$ cat config.mk
export PLATFORM = sky130hd
export DESIGN_NAME = dac_playback_ctrl
export DESIGN_NICKNAME = d
export VERILOG_FILES = /design/src/rtl/signal_types_pkg.sv /design/src/rtl/dac_play_channel.sv /design/src/rtl/dac_playback_ctrl.sv
export SDC_FILE = /design/constraint.sdc
export NUM_CORES = 1
export LEC_CHECK = 0
export CORE_ASPECT_RATIO = 1.75
export CORE_MARGIN = 2
export CORE_UTILIZATION = 58
export DETAILED_ROUTE_END_ITERATION = 8
export PLACE_DENSITY = 0.86
export REMOVE_ABC_BUFFERS = 1
export SETUP_SLACK_MARGIN = 0.1
export SKIP_LAST_GASP = 1
export SLEW_MARGIN = 10
export SYNTH_ARGS = -nofsm -noshare
export SYNTH_HDL_FRONTEND = slang
export SYNTH_SLANG_ARGS = --single-unit
export TNS_END_PERCENT = 5
$ cat constraint.sdc
create_clock -name clk -period 4.7 [get_ports clk]
set_input_delay 0.94 -clock clk [delete_from_list [all_inputs] [get_ports clk]]
set_output_delay 0.94 -clock clk [all_outputs]
set_load 0.02 [all_outputs]
$ cat src/rtl/signal_types_pkg.sv
// Shared enums and helpers for the DAC playback controller.
// Channel mode and FSM state encodings are fixed so they can appear in CSR maps.
package signal_types_pkg;

    typedef enum logic [1:0] {
        DAC_MODE_CONT    = 2'd0,
        DAC_MODE_ONESHOT = 2'd1,
        DAC_MODE_REPEAT  = 2'd2,
        DAC_MODE_RSVD    = 2'd3
    } dac_play_mode_e;

    typedef enum logic [1:0] {
        DAC_ST_IDLE = 2'd0,
        DAC_ST_ARM  = 2'd1,
        DAC_ST_RUN  = 2'd2
    } dac_play_state_e;

    // True when finishing the current pass ends playback; reserved mode loops like continuous.
    function automatic logic dac_mode_terminates(input dac_play_mode_e mode,
                                                 input logic last_pass);
        case (mode)
            DAC_MODE_ONESHOT: return 1'b1;
            DAC_MODE_REPEAT:  return last_pass;
            default:          return 1'b0;
        endcase
    endfunction

endpackage

$ cat src/rtl/dac_play_channel.sv
// Single DAC playback channel: enable edge detect, IDLE/ARM/RUN FSM, address
// counters and a valid pipeline that lines dac_valid up with the BRAM data.
module dac_play_channel
    import signal_types_pkg::*;
#(
    parameter int ADDR_WIDTH = 11,
    parameter int DATA_WIDTH = 14,
    parameter int RD_LATENCY = 1,
    parameter int REP_WIDTH  = 8
) (
    input  logic                  clk,
    input  logic                  rst_n,
    input  logic                  en,
    input  logic [1:0]            mode,
    input  logic                  sync,
    input  logic                  sync_start,
    input  logic [ADDR_WIDTH-1:0] base,
    input  logic [ADDR_WIDTH-1:0] len,
    input  logic [REP_WIDTH-1:0]  rep,
    output logic                  mem_rd_en,
    output logic [ADDR_WIDTH-1:0] mem_addr,
    input  logic [DATA_WIDTH-1:0] mem_data,
    output logic [DATA_WIDTH-1:0] dac,
    output logic                  dac_valid,
    output logic                  busy,
    output logic                  done
);

    dac_play_state_e       state_reg;
    dac_play_state_e       state_next;
    logic                  en_prev_reg;

    logic [ADDR_WIDTH-1:0] base_reg;
    logic [ADDR_WIDTH-1:0] len_reg;
    dac_play_mode_e        mode_reg;
    logic [REP_WIDTH-1:0]  rep_reg;
    logic [ADDR_WIDTH-1:0] offset_reg;
    logic [REP_WIDTH-1:0]  pass_reg;

    logic                  rd_en_reg;
    logic [ADDR_WIDTH-1:0] addr_reg;
    logic [RD_LATENCY-1:0] vpipe_reg;
    logic [DATA_WIDTH-1:0] dac_reg;
    logic                  dac_valid_reg;
    logic                  busy_reg;
    logic                  done_pend_reg;
    logic                  done_reg;

    logic                  start;
    logic                  last_off;
    logic                  last_pass;
    logic [REP_WIDTH-1:0]  rep_eff;
    logic                  load;
    logic                  issue;
    logic                  finish;

    assign start     = en && !en_prev_reg && (len != '0);
    assign last_off  = (offset_reg == len_reg - ADDR_WIDTH'(1));
    assign rep_eff   = (rep_reg == '0) ? REP_WIDTH'(1) : rep_reg;
    assign last_pass = (pass_reg == rep_eff - REP_WIDTH'(1));

    // State register
    always_ff @(posedge clk or negedge rst_n) begin
        if (!rst_n) begin
            state_reg <= DAC_ST_IDLE;
        end else begin
            state_reg <= state_next;
        end
    end

    // Next-state logic; en low always wins over sync_start, wrap and completion.
    always_comb begin
        state_next = state_reg;
        case (state_reg)
            DAC_ST_IDLE: begin
                if (start) begin
                    state_next = sync ? DAC_ST_ARM : DAC_ST_RUN;
                end
            end
            DAC_ST_ARM: begin
                if (!en) begin
                    state_next = DAC_ST_IDLE;
                end else if (sync_start) begin
                    state_next = DAC_ST_RUN;
                end
            end
            DAC_ST_RUN: begin
                if (!en) begin
                    state_next = DAC_ST_IDLE;
                end else if (last_off && dac_mode_terminates(mode_reg, last_pass)) begin
                    state_next = DAC_ST_IDLE;
                end
            end
            default: state_next = DAC_ST_IDLE;
        endcase
    end

    // Output decode
    always_comb begin
        load   = 1'b0;
        issue  = 1'b0;
        finish = 1'b0;
        case (state_reg)
            DAC_ST_IDLE: load = start;
            DAC_ST_RUN: begin
                issue  = en;
                finish = en && last_off && dac_mode_terminates(mode_reg, last_pass);
            end
            default: ;
        endcase
    end

    // Latched parameters and pass/offset counters
    always_ff @(posedge clk or negedge rst_n) begin
        if (!rst_n) begin
            en_prev_reg <= 1'b0;
            base_reg    <= '0;
            len_reg     <= '0;
            mode_reg    <= DAC_MODE_CONT;
            rep_reg     <= '0;
            offset_reg  <= '0;
            pass_reg    <= '0;
        end else begin
            en_prev_reg <= en;
            if (load) begin
                base_reg   <= base;
                len_reg    <= len;
                mode_reg   <= dac_play_mode_e'(mode);
                rep_reg    <= rep;
                offset_reg <= '0;
                pass_reg   <= '0;
            end else if (issue) begin
                if (last_off) begin
                    offset_reg <= '0;
                    pass_reg   <= pass_reg + REP_WIDTH'(1);
                end else begin
                    offset_reg <= offset_reg + ADDR_WIDTH'(1);
                end
            end
        end
    end

    // Read issue, latency-matched valid pipeline and registered DAC sample.
    // Dropping en flushes anything still in flight.
    always_ff @(posedge clk or negedge rst_n) begin
        if (!rst_n) begin
            rd_en_reg     <= 1'b0;
            addr_reg      <= '0;
            vpipe_reg     <= '0;
            dac_reg       <= '0;
            dac_valid_reg <= 1'b0;
            busy_reg      <= 1'b0;
            done_pend_reg <= 1'b0;
            done_reg      <= 1'b0;
        end else begin
            rd_en_reg <= issue;
            addr_reg  <= issue ? (base_reg + offset_reg) : '0;
            if (!en) begin
                vpipe_reg <= '0;
            end else begin
                for (int i = RD_LATENCY - 1; i > 0; i--) begin
                    vpipe_reg[i] <= vpipe_reg[i-1];
                end
                vpipe_reg[0] <= rd_en_reg;
            end
            dac_valid_reg <= en && vpipe_reg[RD_LATENCY-1];
            dac_reg       <= (en && vpipe_reg[RD_LATENCY-1]) ? mem_data : '0;
            busy_reg      <= en && (state_reg != DAC_ST_IDLE);
            done_pend_reg <= finish;
            done_reg      <= done_pend_reg;
        end
    end

    assign mem_rd_en = rd_en_reg;
    assign mem_addr  = addr_reg;
    assign dac       = dac_reg;
    assign dac_valid = dac_valid_reg;
    assign busy      = busy_reg;
    assign done      = done_reg;

endmodule

$ cat src/rtl/dac_playback_ctrl.sv
// Multi-channel DAC playback controller: one dac_play_channel per channel,
// with the top level only slicing the packed per-channel buses.
module dac_playback_ctrl
    import signal_types_pkg::*;
#(
    parameter int NUM_CH     = 2,
    parameter int ADDR_WIDTH = 11,
    parameter int DATA_WIDTH = 14,
    parameter int RD_LATENCY = 1,
    parameter int REP_WIDTH  = 8
) (
    input  logic                           clk,
    input  logic                           rst_n,
    input  logic [NUM_CH-1:0]              en_i,
    input  logic [2*NUM_CH-1:0]            mode_i,
    input  logic [NUM_CH-1:0]              sync_i,
    input  logic                           sync_start_i,
    input  logic [ADDR_WIDTH*NUM_CH-1:0]   base_i,
    input  logic [ADDR_WIDTH*NUM_CH-1:0]   len_i,
    input  logic [REP_WIDTH*NUM_CH-1:0]    rep_i,
    output logic [NUM_CH-1:0]              mem_rd_en_o,
    output logic [ADDR_WIDTH*NUM_CH-1:0]   mem_addr_o,
    input  logic [DATA_WIDTH*NUM_CH-1:0]   mem_data_i,
    output logic [DATA_WIDTH*NUM_CH-1:0]   dac_o,
    output logic [NUM_CH-1:0]              dac_valid_o,
    output logic [NUM_CH-1:0]              busy_o,
    output logic [NUM_CH-1:0]              done_o
);

    generate
        for (genvar gi = 0; gi < NUM_CH; gi++) begin : g_ch
            dac_play_channel #(
                .ADDR_WIDTH (ADDR_WIDTH),
                .DATA_WIDTH (DATA_WIDTH),
                .RD_LATENCY (RD_LATENCY),
                .REP_WIDTH  (REP_WIDTH)
            ) u_ch (
                .clk        (clk),
                .rst_n      (rst_n),
                .en         (en_i[gi]),
                .mode       (mode_i[gi*2 +: 2]),
                .sync       (sync_i[gi]),
                .sync_start (sync_start_i),
                .base       (base_i[gi*ADDR_WIDTH +: ADDR_WIDTH]),
                .len        (len_i[gi*ADDR_WIDTH +: ADDR_WIDTH]),
                .rep        (rep_i[gi*REP_WIDTH +: REP_WIDTH]),
                .mem_rd_en  (mem_rd_en_o[gi]),
                .mem_addr   (mem_addr_o[gi*ADDR_WIDTH +: ADDR_WIDTH]),
                .mem_data   (mem_data_i[gi*DATA_WIDTH +: DATA_WIDTH]),
                .dac        (dac_o[gi*DATA_WIDTH +: DATA_WIDTH]),
                .dac_valid  (dac_valid_o[gi]),
                .busy       (busy_o[gi]),
                .done       (done_o[gi])
            );
        end
    endgenerate

endmodule

==> results by group, run 1 <==
Drt
  • Starting DRT DRC Count: about 370
  • Avg Vias per Cell: 6.02
  • DRT Pass-1 Iters: 5
  • Final ANT Viol Nets: 0
  • DRC Markers: 0
  • Final wirelength: 22.4 mm
  • DR vias: 7524
  • Routed len/inst: 17.9 um

Global route
  • Total Routing Usage GR: ~28%
  • GR Layer Usage met2: 53.9%
  • First-pass GRT wire length: about 36 mm
  • Initial antenna violation count: 0
  • GRT Residual Overflow: 0
  • GRT met1 Usage: 28.2%
  • Largest net degree at the start of global routing: 107
  • Vias in the first global route: 7582
  • Met3 Track Usage GR: 4.73%
  • Most used routing layer: met2

Timing
  • Tmin final: 3.42 ns
  • Crit share post-route: 72.7%
  • Least-Margin Pin Slew: between 0.9 and 1 ns
  • RSZ-0062 raised after global routing: no
  • Setup TNS: 0 ns
  • Rel. slew slack: 37.3%
  • Fmax: 293 MHz
  • Final setup viols: 0
  • Final hold viol count: 0
  • Final max-slew violation count: 0
  • Clk_skew: 0.0131 ns

Cells and area
  • Largest register FFs: 28
  • Fin cells: 1249
  • Fillers: 1058
  • Antenna cells: 0
  • Layout Nets: ~1200
  • Area delta synth->final: 24.7%
  • Ratio of cells with drive above 1 in the final layout: 7.69%

Die
  • Row count: 59
  • I/O Pins: 157
  • Die area: between 15000 and 20000 um2
  • Die span in x: 97.6 um
  • Core area: 14900 um2
  • Initial Utilization: 59.6%
  • Die height: 168 um

Place
  • Gpl congestion: 0.902
  • HPWL after DPL: 16.7 mm
  • Buffers on Ports: 156
  • Inst Count DP: 1218

Hold path
  • Hold Path Stages: 0
  • Hold Path Class: flip-flop to flip-flop
  • Hold EP: g_ch[1].u_ch.done
  • Hold Startpoint: g_ch[1].u_ch.done_pend_reg

Synth
  • Synthesized area per cell: ~9.7 um2
  • Flops & latches, synth: 170
  • Post-synthesis simple-gate area fraction: 21.9%
  • Complex-gate fraction of the synthesized area: 11.9%
  • Top FF cell, synth: dfrtp_1
  • Post-synthesis sequential area ratio: 47.8%
  • Post-Syn Instances: a little over 900
  • Post-synthesis xor/xnor area fraction: ~5.8%
  • Synth Warn #: 0
  • Mapped Area: approximately 8900 um2
  • Mux contribution to synthesized area: 3.87%
  • Adder-Cell Fraction of Synth Area: 4.95%
  • Largest family of logic cells by synthesized area: simple AND/OR/NAND/NOR gates
  • Cell variety after synth: 65
  • Post-synth EDFFs: 0
  • Async SR Flop Fraction: 100%

CTS
  • Root Buffer: clkbuf_16
  • Htree depth: 4
  • Clock transition at path regs: 0.07 ns
  • Clk_lat worst skew: approximately 0.43 ns
  • Worst-case clock buffer depth: 2
  • TritonCTS clock tree: yes
  • CTS Buf Count: 17
  • CTS Sinks: 170
  • Setup repair bufs after CTS: 0
  • Number of gates resized after CTS: 0
  • Post-CTS Hold Fix Bufs: 0

Critical path
  • CP Capture Type: flip-flop
  • Reg2Reg Launch Point: g_ch[0].u_ch.rep_reg[3]
  • Data arrival, critical path: 3.76 ns
  • FF-to-FF path depth: 12
  • CP startpoint kind: input port
  • FF-to-FF End: g_ch[0].u_ch.state_reg[1]
  • Crit path cell chain: clkdlybuf4s50_1 -> nand2b_1 -> or2_2 -> inv_1 -> nand4_1 -> or3_1 -> a21oi_1
  • Critical path type: input port to flip-flop
  • CP Data Required Time: 5.04 ns
  • CP max FO: 21
  • Slowest stage cell, crit path: clkdlybuf4s50_1
  • R2r setup slk: approximately 1.3 ns
  • Max incr delay on CP: between 0.8 and 0.9 ns

Power and ir drop
  • Pwr/cell area: 361 nW/um2
  • Clock power frac: 33.4%
  • Leak pwr: roughly 5.0 nW
  • P_sw: roughly 0.0012 W
  • VDD IR-drop max: 0.287 mV
  • Share of power burned in registers: 44.9%
  • Internal power: ~0.0028 W
  • Gate power share: 21.7%
  • Switch share: a little over 30%

Outcome
  • Status: finished, final reports clean

Run
  • Max-cap violations: 0
## critical path, delay by kind of cell
kind / cells / cell delay, ns
simple gates: 4 / 1.61
compound gates: 1 / 0.15
buf+inv: 2 / 1.05
## cell type report
type / count / area [um2] / area share (%)
clock buffers: 18 / 439 / 3.96
clock inverters: 13 / 119 / 1.07
inverters: 30 / 113 / 1.02
multi-input cells: 672 / 4320 / 39.0
flip-flops and latches: 170 / 4250 / 38.4
well taps: 183 / 229 / 2.07
repair buffers: 163 / 1620 / 14.6
## Yosys cell counts (23+ instances only)
cell / count / area (um2)
and3_1: 39 / 244
nand3_1: 27 / 135
ha_1: 32 / 400
or3_1: 24 / 150
xnor2_1: 27 / 236
nand2_1: 122 / 458
inv_1: 30 / 113
clkbuf_1: 36 / 135
nor3_1: 23 / 115
xor2_1: 29 / 254
o21ai_0: 58 / 290
nor2_1: 61 / 229
dfrtp_1: 170 / 4250
a21oi_1: 39 / 195
mux2_2: 27 / 304
## power groups by stage
stage	Clock [W]	Combinational, W	Sequential (W)
3_5_place_dp	0	0.000858	0.00182
6_report	0.00134	0.000868	0.00180
3_3_place_gp	0	0.000831	0.00181
4_1_cts	0.00136	0.000867	0.00179
2_1_floorplan	0	0.000562	0.00178
5_1_grt	0.00142	0.000968	0.00182
## logic make-up after synthesis
logic type               count (synthesis)
AO/OA/AOI/OAI                          165
XOR/XNOR                                57
adder cells (fa/ha/maj)                 34
buffers and inverters                   78
flip-flops                             170
multiplexers                            31
AND/OR/NAND/NOR                        385
## layer usage
layer	routed length, um	part of all wire, %
met1	7400	33
met2	12900	58
met3	1130	5.1
met4	960	4.3
met5	0	0
## placed cells by master, fill, tap and decap left out, types with 6 or more instances in the layout
cell type and instances:
clkbuf_16 17, inv_1 30, dfrtp_1 170, and2_1 13, o21ai_0 58, o31ai_1 9, and3_1 39, mux2_2 27
ha_1 32, nor3_1 23, a21oi_1 39, buf_4 7, clkdlybuf4s50_1 155, a2111oi_0 6, xnor2_1 27, nor4_1 18
nor2_1 59, xor2_1 29, nor2b_1 12, nand4_1 12, nand2_1 122, or3_1 24, or4_1 12, nand3_1 27
## stage by stage
| stage | instance area [um2] | util (%) | hold WS, ns | total power (W) | worst slack [ns] |
|---|---|---|---|---|---|
| final | 11100 | 74.4 | 0.360 | 0.00400 | 1.28 |
| after CTS | 11100 | 74.4 | 0.360 | 0.00402 | 1.30 |
| after detailed placement | 10500 | 70.6 | 0.345 | 0.00268 | 0.899 |
| after global routing | 11100 | 74.4 | 0.368 | 0.00421 | 1.03 |
| after global placement | 10500 | 70.6 | 0.335 | 0.00264 | 0.991 |
| after floorplan | 8670 | - | 0.331 | 0.00234 | 0.268 |
## worst max-delay path by stage
stage | slack [ns] | startpoint | to | depth (start not counted)
floorplan | 0.27 | len_i[17] | g_ch[1].u_ch.offset_reg[10] | 6
global placement | 0.99 | en_i[0] | g_ch[0].u_ch.offset_reg[10] | 9
detailed placement | 0.90 | en_i[1] | g_ch[1].u_ch.pass_reg[6] | 7
CTS | 1.30 | g_ch[0].u_ch.rep_reg[3] | g_ch[0].u_ch.state_reg[1] | 12
global route | 1.03 | g_ch[0].u_ch.rep_reg[3] | g_ch[0].u_ch.state_reg[1] | 12
finish | 1.28 | en_i[1] | g_ch[1].u_ch.pass_reg[6] | 7
Power figures use the tool's default switching activity.
==> inputs of run 2 (changes only) <==
--- a/config.mk
+++ b/config.mk
@@ -7,9 +7,9 @@
 export LEC_CHECK = 0
 export CORE_ASPECT_RATIO = 1.75
 export CORE_MARGIN = 2
-export CORE_UTILIZATION = 58
+export CORE_UTILIZATION = 53
 export DETAILED_ROUTE_END_ITERATION = 8
-export PLACE_DENSITY = 0.86
+export PLACE_DENSITY = 0.79
 export REMOVE_ABC_BUFFERS = 1
 export SETUP_SLACK_MARGIN = 0.1
 export SKIP_LAST_GASP = 1
==> constraint.sdc (replaced) <==
create_clock -name clk -period 3.4 [get_ports clk]
set_input_delay 0.68 -clock clk [delete_from_list [all_inputs] [get_ports clk]]
set_output_delay 0.68 -clock clk [all_outputs]
set_load 0.02 [all_outputs]
==> run 2 against run 1 <==
Net effect:
- count of clock-buffer cells in the layout shrank 1
- clock skew shrank 0.0068 ns
- combinational power grew 42%
- hold slack lost 0.15 ns
- utilization shrank 5.5 points
- critical path type is now flip-flop to flip-flop
- sequential cell count is the same
- first-iteration DRC count shrank 14%
- via count shrank 0.43%
- non-clock buffer count grew 15
- largest cell class unchanged
- worst setup slack lost 0.98 ns
==> results by group, run 2 (synthesized netlist as in run 1, its figures left out) <==
CTS
  • CTS Buf Count: 17 (unchanged)
  • Worst-case clock buffer depth: 2 (unchanged)
  • Htree depth: 4 (unchanged)
  • Setup repair bufs after CTS: 0 (unchanged)
  • Root Buffer: clkbuf_16 (unchanged)
  • TritonCTS clock tree: yes (unchanged)
  • Clock transition at path regs: 0.07 ns (about the same)
  • CTS Sinks: 170 (unchanged)
  • Clk_lat worst skew: 0.44 ns (was 0.43 ns)

Cells and area
  • Post-layout util: 68.9% (was 74.4%)
  • Commonest non-fill, non-tap cell in the layout: dfrtp_1 (unchanged)
  • Most frequent cells in the layout: dfrtp_1, clkdlybuf4s50_1, nand2_1, nor2_1, o21ai_0 (unchanged)
  • Antenna cells: 0 (unchanged)
  • Ratio of cells with drive above 1 in the final layout: 9.24% (was 7.69%)
  • Largest register FFs: 28 (unchanged)
  • Layout Nets: 1202 (was 1187)
  • Fillers: 1247 (was 1058)
  • Area delta synth->final: 27.4% (was 24.7%)

Drt
  • DRC Markers: 0 (unchanged)
  • Final wirelength: 22.7 mm (was 22.4 mm)
  • DRT Pass-1 Iters: 5 (unchanged)
  • Starting DRT DRC Count: 317 (was 368)
  • Routed len/inst: 17.4 um (was 17.9 um)
  • Final ANT Viol Nets: 0 (unchanged)
  • DR vias: 7492 (was 7524)
  • Avg Vias per Cell: 5.74 (was 6.02)

Timing
  • Least-Margin Pin Slew: 0.956 ns (was 0.940 ns)
  • Final setup viols: 0 (unchanged)
  • Clk_skew: 0.00630 ns (was 0.0131 ns)
  • Final hold viol count: 0 (unchanged)
  • Final max-slew violation count: 0 (unchanged)
  • Crit share post-route: 91.3%
  • Tmin final: 3.10 ns
  • RSZ-0062 raised after global routing: yes (was no)
  • Fmax: 322 MHz
  • Rel. slew slack: 35.7% (was 37.3%)

Place
  • Gpl congestion: 0.991 (was 0.902)
  • Buffers on Ports: 156 (unchanged)
  • HPWL after DPL: 16.8 mm (was 16.7 mm)

Critical path
  • CP max FO: 8 (was 21)
  • CP Data Required Time: 3.71 ns (was 5.04 ns)
  • Data arrival, critical path: 3.42 ns (was 3.76 ns)
  • CP Capture Type: flip-flop (unchanged)
  • Critical path type: flip-flop to flip-flop (was input port to flip-flop)
  • CP startpoint kind: flip-flop (was input port)

Power and ir drop
  • Leak pwr: 5.06 nW (was 4.96 nW)
  • VDD IR-drop max: 0.434 mV (was 0.287 mV)
  • Total power draw: 0.00573 W (was 0.00400 W)
  • Pwr/cell area: 506 nW/um2 (was 361 nW/um2)

Global route
  • Vias in the first global route: 7679 (was 7582)
  • Met3 Track Usage GR: 4.93% (was 4.73%)
  • GRT met1 Usage: 28.4% (was 28.2%)
  • GR Layer Usage met2: 48.7% (was 53.9%)
  • Largest net degree at the start of global routing: 65 (was 107)
  • GRT Residual Overflow: 0 (unchanged)
  • Total Routing Usage GR: 26.6% (was 27.8%)
  • First-pass GRT wire length: 37.1 mm (was 36.4 mm)
  • Most used routing layer: met2 (unchanged)
  • Initial antenna violation count: 0 (unchanged)

Die
  • Initial Utilization: 54.1% (was 59.6%)
  • Die area: 17900 um2 (was 16400 um2)
  • Core area: 16400 um2 (was 14900 um2)
  • Die span in x: 102 um (was 97.6 um)
  • Die height: 175 um (was 168 um)
  • I/O Pins: 157 (unchanged)
  • Row count: 62 (was 59)

Hold path
  • Hold Path Class: input port to asynchronous set/reset pin (was flip-flop to flip-flop)

Outcome
  • Status: finished, final reports clean (unchanged)

Run
  • Max-cap violations: 0 (unchanged)
-- run 2: cell count changes in the layout (fill, tap and decap cells not counted), sizes merged --
cell	before	now
clkinv	5	3
inv	33	36
bufinv	1	3
buf	8	23
clkbuf	18	17
clkinvlp	4	3
-- run 2: critical path: stages (launching register included) --
cell     delay [ns]
dfrtp_2        0.45
or4_1          0.56
or3_1          0.39
nor2_2         0.13
nor2_1         0.06
ha_1           0.23
and2_1         0.17
o21ai_0        0.15
a21oi_1        0.09
nor4_1         0.28
a41oi_1        0.20
o21ai_0        0.18
o21ai_0        0.10
-- run 2: layer usage --
metal	share of wire (%)	vias to the layer above	wire [um]
met5	0	-	0
met1	36	3639	8270
met2	55	228	12500
met3	4.3	66	979
li1	-	3559	-
met4	4.3	0	986
-- run 2: path summary, 6_finish.rpt --
path | startpoint | endpoint | slack, ns | depth (start not counted)
worst max-delay path | g_ch[0].u_ch.rep_reg[2] | g_ch[0].u_ch.state_reg[1] | 0.30 | 12
worst min-delay path | rst_n | g_ch[0].u_ch.rep_reg[4] | 0.21 | 1
worst max register to register | g_ch[0].u_ch.rep_reg[2] | g_ch[0].u_ch.state_reg[1] | 0.30 | 12
worst min register to register | g_ch[0].u_ch.done_pend_reg | g_ch[0].u_ch.done | 0.35 | 0
max in group asynchronous | rst_n | g_ch[1].u_ch.pass_reg[1] | 2.33 | 2
min in group clk | g_ch[0].u_ch.done_pend_reg | g_ch[0].u_ch.done | 0.35 | 0
-- run 2: metrics by stage --
stage / setup WS [ns] / cells / instance area [um2] / hold WS [ns] / TNS (ns)
after floorplan: -0.772 / 872 / 8670 / 0.331 / -6.46
after global placement: 0.248 / 1274 / 10700 / 0.334 / 0
after detailed placement: 0.228 / 1274 / 10700 / 0.336 / 0
after CTS: 0.289 / 1306 / 11300 / 0.242 / 0
after global routing: 0.0907 / 1306 / 11300 / 0.266 / 0
final: 0.297 / 1306 / 11300 / 0.208 / 0
-- run 2: layout make-up --
class	count	area [um2]	share of cell area, %
clock inverters	15	190	1.68
repair buffers	178	1740	15.4
flip-flops and latches	170	4260	37.6
multi-input cells	672	4320	38.2
well taps	224	280	2.47
inverters	30	113	0.994
clock buffers	17	425	3.76
-- run 2: power by group --
| part | internal (W) | switching [W] |
|---|---|---|
| clock | 0.00117 | 0.000859 |
| combinational | 0.000594 | 0.000639 |
| sequential | 0.00222 | 0.000249 |
-- run 2: repair_timing --
| item | CTS | global route |
|---|---|---|
| resized for setup | 0 | 2 |
| endpoints found under the setup margin | 0 | 3 |
| hold buffers | 0 | 0 |
